--- src/rtl/hist_pkg.sv ---
// Shared types and constants for the frame histogram stage.
// Sample/increment widths, FSM states and bin bound record.
package hist_pkg;

  localparam int SAMPLE_W = 8;
  localparam int INC_W    = 3;

  typedef enum logic [1:0] {
    WAIT,
    SCAN,
    DRAIN
  } hist_state_e;

  typedef struct packed {
    logic [SAMPLE_W-1:0] lo;
    logic [SAMPLE_W-1:0] hi;
  } bin_bound_t;

  localparam bin_bound_t BND_RST = '{lo: 8'h00, hi: 8'hFF};

  function automatic logic in_rng(
    input logic [SAMPLE_W-1:0] o,
    input logic [SAMPLE_W-1:0] lo,
    input logic [SAMPLE_W-1:0] hi
  );
    return (o >= lo) && (o <= hi);
  endfunction

endpackage

--- src/rtl/hist_bin_count.sv ---
// Counts how many of four observations fall in [lo, hi].
// An empty range (lo > hi) simply never matches.
module hist_bin_count
  import hist_pkg::*;
(
  input  logic [SAMPLE_W-1:0] o1_i,
  input  logic [SAMPLE_W-1:0] o2_i,
  input  logic [SAMPLE_W-1:0] o3_i,
  input  logic [SAMPLE_W-1:0] o4_i,
  input  logic [SAMPLE_W-1:0] lo_i,
  input  logic [SAMPLE_W-1:0] hi_i,
  output logic [INC_W-1:0]    cnt_o
);

  logic [3:0] hit;

  always_comb begin
    hit[0] = in_rng(o1_i, lo_i, hi_i);
    hit[1] = in_rng(o2_i, lo_i, hi_i);
    hit[2] = in_rng(o3_i, lo_i, hi_i);
    hit[3] = in_rng(o4_i, lo_i, hi_i);
    cnt_o  = INC_W'(hit[0]) + INC_W'(hit[1])
           + INC_W'(hit[2]) + INC_W'(hit[3]);
  end

endmodule

--- src/rtl/hist_frame_accum.sv ---
// Frame histogram: scans one bin per cycle, drains counts at frame end.
// Define HIST_SAT_EN for saturating counters with sticky sat flag.
module hist_frame_accum
  import hist_pkg::*;
#(
  parameter int NUM_BINS     = 4,
  parameter int FRAME_GROUPS = 16,
  parameter int CNT_W        = 8
) (
  input  logic                        clk,
  input  logic                        rst,
  input  logic                        in_valid,
  output logic                        in_ready,
  input  logic [SAMPLE_W-1:0]         o1,
  input  logic [SAMPLE_W-1:0]         o2,
  input  logic [SAMPLE_W-1:0]         o3,
  input  logic [SAMPLE_W-1:0]         o4,
  input  logic                        cfg_we,
  input  logic [$clog2(NUM_BINS)-1:0] cfg_idx,
  input  logic [SAMPLE_W-1:0]         cfg_lo,
  input  logic [SAMPLE_W-1:0]         cfg_hi,
  output logic                        rd_valid,
  input  logic                        rd_ready,
  output logic [$clog2(NUM_BINS)-1:0] rd_bin,
  output logic [CNT_W-1:0]            rd_count,
  output logic                        rd_last,
  output logic                        sat
);

  localparam int IDX_W = $clog2(NUM_BINS);
  localparam int GRP_W = $clog2(FRAME_GROUPS + 1);
  localparam logic [IDX_W-1:0] LAST_BIN = IDX_W'(NUM_BINS - 1);
  localparam logic [GRP_W-1:0] GRP_END  = GRP_W'(FRAME_GROUPS);

  hist_state_e         state_q, state_d;
  logic [IDX_W-1:0]    scan_q, scan_d;
  logic [GRP_W-1:0]    grp_q, grp_d;
  logic [IDX_W-1:0]    rdbin_q, rdbin_d;
  logic                sat_q, sat_d;
  logic [CNT_W-1:0]    cnt_q [NUM_BINS];
  logic [CNT_W-1:0]    cnt_d [NUM_BINS];
  bin_bound_t          bnd_q [NUM_BINS];
  bin_bound_t          bnd_d [NUM_BINS];
  logic [SAMPLE_W-1:0] obs_q [4];
  logic [SAMPLE_W-1:0] obs_d [4];

  bin_bound_t          cur_bnd;
  logic [INC_W-1:0]    inc;
`ifdef HIST_SAT_EN
  logic [CNT_W:0]      sum;
`endif

  // One shared comparator bank, steered by the scan index.
  assign cur_bnd = bnd_q[scan_q];

  hist_bin_count u_cnt (
    .o1_i  (obs_q[0]),
    .o2_i  (obs_q[1]),
    .o3_i  (obs_q[2]),
    .o4_i  (obs_q[3]),
    .lo_i  (cur_bnd.lo),
    .hi_i  (cur_bnd.hi),
    .cnt_o (inc)
  );

  always_comb begin
    state_d = state_q;
    scan_d  = scan_q;
    grp_d   = grp_q;
    rdbin_d = rdbin_q;
    sat_d   = sat_q;
    cnt_d   = cnt_q;
    bnd_d   = bnd_q;
    obs_d   = obs_q;
`ifdef HIST_SAT_EN
    sum     = '0;
`endif
    unique case (state_q)
      WAIT: begin
        if (cfg_we && grp_q == '0) begin
          bnd_d[cfg_idx] = '{lo: cfg_lo, hi: cfg_hi};
        end
        if (in_valid) begin
          obs_d[0] = o1;
          obs_d[1] = o2;
          obs_d[2] = o3;
          obs_d[3] = o4;
          scan_d   = '0;
          state_d  = SCAN;
        end
      end
      SCAN: begin
`ifdef HIST_SAT_EN
        sum = {1'b0, cnt_q[scan_q]} + (CNT_W + 1)'(inc);
        if (sum[CNT_W]) begin
          cnt_d[scan_q] = '1;
          sat_d         = 1'b1;
        end else begin
          cnt_d[scan_q] = sum[CNT_W-1:0];
        end
`else
        cnt_d[scan_q] = cnt_q[scan_q] + CNT_W'(inc);
`endif
        scan_d = scan_q + IDX_W'(1);
        if (scan_q == LAST_BIN) begin
          scan_d  = '0;
          grp_d   = grp_q + GRP_W'(1);
          state_d = (grp_d == GRP_END) ? DRAIN : WAIT;
        end
      end
      DRAIN: begin
        if (rd_ready) begin
          rdbin_d = rdbin_q + IDX_W'(1);
          if (rdbin_q == LAST_BIN) begin
            rdbin_d = '0;
            grp_d   = '0;
            sat_d   = 1'b0;
            state_d = WAIT;
            for (int i = 0; i < NUM_BINS; i++) begin
              cnt_d[i] = '0;
            end
          end
        end
      end
      default: state_d = WAIT;
    endcase
  end

  always_ff @(posedge clk) begin
    if (rst) begin
      state_q <= WAIT;
      scan_q  <= '0;
      grp_q   <= '0;
      rdbin_q <= '0;
      sat_q   <= 1'b0;
      for (int i = 0; i < NUM_BINS; i++) begin
        cnt_q[i] <= '0;
        bnd_q[i] <= BND_RST;
      end
      for (int i = 0; i < 4; i++) begin
        obs_q[i] <= '0;
      end
    end else begin
      state_q <= state_d;
      scan_q  <= scan_d;
      grp_q   <= grp_d;
      rdbin_q <= rdbin_d;
      sat_q   <= sat_d;
      cnt_q   <= cnt_d;
      bnd_q   <= bnd_d;
      obs_q   <= obs_d;
    end
  end

  assign in_ready = (state_q == WAIT) && !rst;
  assign rd_valid = (state_q == DRAIN);
  assign rd_bin   = rdbin_q;
  assign rd_count = rd_valid ? cnt_q[rdbin_q] : '0;
  assign rd_last  = rd_valid && (rdbin_q == LAST_BIN);
  assign sat      = sat_q;

endmodule

--- config.mk ---
export PLATFORM = sky130hd
export DESIGN_NAME = hist_frame_accum
export DESIGN_NICKNAME = d
export VERILOG_FILES = /design/src/rtl/hist_pkg.sv /design/src/rtl/hist_bin_count.sv /design/src/rtl/hist_frame_accum.sv
export SDC_FILE = /design/constraint.sdc
export NUM_CORES = 1
export LEC_CHECK = 0
export ABC_AREA = 1
export CAP_MARGIN = 20
export CELL_PAD_IN_SITES_DETAIL_PLACEMENT = 2
export CELL_PAD_IN_SITES_GLOBAL_PLACEMENT = 2
export CORE_ASPECT_RATIO = 0.7
export CORE_MARGIN = 4
export CORE_UTILIZATION = 30
export CTS_CLUSTER_SIZE = 30
export DETAILED_ROUTE_END_ITERATION = 16
export MAX_ROUTING_LAYER = met4
export PLACE_DENSITY = 0.83
export SYNTH_ARGS = -nofsm -noshare
export SYNTH_HDL_FRONTEND = slang
export SYNTH_SLANG_ARGS = --single-unit
export TNS_END_PERCENT = 100
--- constraint.sdc ---
create_clock -name clk -period 3.78 [get_ports clk]
set_input_delay 0.567 -clock clk [delete_from_list [all_inputs] [get_ports clk]]
set_output_delay 0.567 -clock clk [all_outputs]
set_load 0.01 [all_outputs]
==> results <==
[worst max-delay path by stage]
stage,startpoint,end,slack (ps),depth (start not counted)
global placement,scan_q[0]$_SDFFE_PP0P_,cnt_q[20]$_SDFFE_PP0P_,-380,23
floorplan,scan_q[0]$_SDFFE_PP0P_,cnt_q[20]$_SDFFE_PP0P_,-60,24
CTS,scan_q[0]$_SDFFE_PP0P_,cnt_q[26]$_SDFFE_PP0P_,-370,24
finish,scan_q[0]$_SDFFE_PP0P_,cnt_q[6]$_SDFFE_PP0P_,-770,21
global route,scan_q[0]$_SDFFE_PP0P_,cnt_q[22]$_SDFFE_PP0P_,-870,21
detailed placement,scan_q[0]$_SDFFE_PP0P_,cnt_q[20]$_SDFFE_PP0P_,-540,20
[power by group through the flow]
stage / clock, mW / combinational [mW] / sequential [mW]
floorplan: 0 / 0.711 / 1.61
global placement: 0 / 1.10 / 1.64
detailed placement: 0 / 1.20 / 1.64
CTS: 1.79 / 1.47 / 1.61
global route: 1.87 / 1.92 / 1.62
finish: 1.80 / 1.84 / 1.62
[stage by stage]
step	worst slack [ps]	TNS [ps]	utilization	cells	area, sq um
after floorplan	-57.31	-207.1	-	1052	7909
after global placement	-378.4	-6830	0.3656	1443	9134
after detailed placement	-537.1	-11880	0.3656	1443	9134
after CTS	-370.5	-8601	0.4080	1491	10190
after global routing	-874.6	-22320	0.4187	1502	10460
final	-765.9	-19260	0.4187	1502	10460
[final cells by class]
| cell class | instances | share of cell area |
|---|---|---|
| Antenna cell | 1 | 0.0002392 |
| Tap cell | 325 | 0.03888 |
| Clock buffer | 23 | 0.04677 |
| Timing Repair Buffer | 150 | 0.1390 |
| Inverter | 99 | 0.03672 |
| Multi-Input combinational cell | 757 | 0.4612 |
| Clock inverter | 8 | 0.01053 |
| Sequential cell | 139 | 0.2666 |
[registers in the layout (all words and copies together) (netlist names)]
signal   count
rd_bin       2
scan_q       2
bnd_q       64
grp_q        5
obs_q       32
cnt_q       32
state_q      2
[worst min-delay path, delay by kind of cell (launching register included)]
family / cells / cell delay, ps
AO/OA/AOI/OAI: 1 / 50
buffers and inverters: 1 / 50
flip-flops: 1 / 310
[kinds of logic after synthesis]
| kind of cell | share of synthesized area |
|---|---|
| AO/OA/AOI/OAI | 0.2437 |
| XOR/XNOR | 0.006658 |
| adder cells (fa/ha/maj) | 0.1302 |
| buffers and inverters | 0.08281 |
| flip-flops | 0.3611 |
| other | 0.0004866 |
| AND/OR/NAND/NOR | 0.1750 |
[cell usage in the layout (no fill, tap or decap), types with 3 or more instances in the layout]
cell type and count:
clkbuf_1 3, a21oi_1 119, buf_12 5, clkinv_4 4, a31oi_2 3, nand3_1 32
clkdlybuf4s50_1 67, a21oi_2 25, nand2_2 12, o2111ai_1 4, nor2_1 99, a32o_2 7
ha_4 18, nand3_2 8, inv_2 9, dfxtp_1 136, nor2_2 5, a211oi_1 8
o211ai_1 41, o21ai_1 17, buf_4 67, o21ai_2 5, ha_1 58, nor2_4 3
clkbuf_16 18, nand2_1 164, nand4_1 6, buf_6 6, inv_1 88, o21ai_0 102
buf_16 3
[per-layer routing]
layer  vias to the layer above  wire length, um  global-route usage
li1                       3805                -                   -
met1                      4410            17370              0.3437
met2                       368            18610              0.4285
met3                       146             2411             0.06247
met4                         0             1841              0.1175
met5                         -                0                   -
[what timing repair did]
item	4_1_cts	5_1_grt
cloned	3	0
setup buffers	15	9
resized for setup	71	49
setup endpoints to repair	28	36
pin swaps	37	14
==> results.ini <==
[power_and_ir_drop]
power_density_nw_per_um2 = 502.5
p_sw_mw = 1.893
swShare = 0.3601
p_comb_frac = 0.349
peakVddDrop_v = 0.0002795
power_mw = 5.256
seq_power_share = 0.308
p_int_mw = 3.363
p_clk_frac = 0.343
leakagePower_nw = 4.360

[setup_path]
reg2regPathDepth = 21
cp_slowest_cell = fa_1
crit-reg2reg-launch = scan_q[0]$_SDFFE_PP0P_
max_stage_delay_ps = 590
critical-path-top-delay-family = adder cells
start_kind = flop
cp_cell_sequence = buf_8 > clkinv_8 > buf_6 > nand2_1 > a32o_2 > buf_4 > ha_1 > nand2_1 > nor2_1 > nand3_1 > o21ai_0 > nand2_2 > fa_1 > inv_2 > ha_4 > fa_2 > a21oi_2 > nor2_4 > nand4_1 > nand3_2 > a21oi_2
crit_buf_inv = 5
r2r-end = cnt_q[6]$_SDFFE_PP0P_
path_max_fanout = 7
r2r_slack_ps = -770
worstPathRequired_ps = 4160
worstSetupPathType = flop to flop
endpoint_kind = flop
worstPathArrival_ps = 4930

[floorplanning]
dieArea_sq_um = 28360
num_io_pins = 69
start_util = 0.3084
fp-row-count = 48
die_h_um = 142.1
die_w_um = 199.6
core-area_sq_um = 24980

[synthesis]
yosys-top-cells-count = 178 x nand2_1, 146 x a21oi_1, 139 x dfxtp_1
synth_edf_count = 0
ys_seq_area_frac = 0.3611
syn_inst = 1052
ys.flop_type = dfxtp_1
synth.largest_area_cell = dfxtp_1
yosys_warnings = 0
synthArstFlopShare = 0
syn_avg_cell_area_sq_um = 7.325
netlist_area_sq_um = 7706
post_synth_num_cell_types = 35
synth_fp_nets = 1186
synth_top_cell_area_share = 0.3611
synthTopCellsByArea = dfxtp_1 36%, ha_1 13%, a21oi_1 9.5%
ys_ff_latch = 139
synth_most_common_cell = nand2_1

[sta]
period_needed_ps = 4546
fin_crit_sh = 1.203
setup_viol = 31
worst_pin_slew_ps = 1129
max_freq_mhz = 220.0
hold-worst-slack_ps = 448.7
layout_setup_ws_ps = -765.9
relSlewSlack = 0.2455
finalHoldViolations = 0
rsz0062_at_grt = yes
finClkSkew_ps = 23.42
slew_viol_final = 0

[global_route]
grt_start_max_net_pins = 58
grt_pass1_wl_mm = 57.66
grt_overflow = 0
grt_pass1_vias = 9451
grt_use_total = 0.2750
antenna_found_initial = 1

[clocking]
cts_hold_buffers = 0
clk_pin_slew_ps = 80
cts_inserted_buffers = 17
clock_path_buffers = 2
cts_tree = built
htreeDepth = 4
cts.sinks = 139
insertion_delay_ps = 460
cts_root_buffer = clkbuf_16

[cells_and_area]
fillers = 2803
multiInputGateArea_sq_um = 4825
nets = 1298
ff_latch_area_sq_um = 2789
drive_gt1_frac = 0.1896
areaGrowthSynthToFinish_pct = 35.74

[worst_hold_path]
min_path_cells = 2
min_path_type = flop to flop
hp-start = bnd_q[31]$_SDFFE_PP0P_
whs_endpoint = bnd_q[31]$_SDFFE_PP0P_

[drt]
drt_iter0_markers = 668
wl_mm = 40.24
drcViolationCount = 0
dr.pass1.iters = 5
vias_per_cell = 5.812
detail_route.wl_per_cell_um = 26.79
antenna_left = 0
dr_total_vias = 8729

[place]
port_buffers = 67
gp_congestion = 0.8500
place_hpwl_mm = 22.04

[run]
max_cap_viol_count = 0

[run_status]
violations = negative setup slack
status = finished, violations left

No activity file was read; power rests on OpenSTA's default activity.
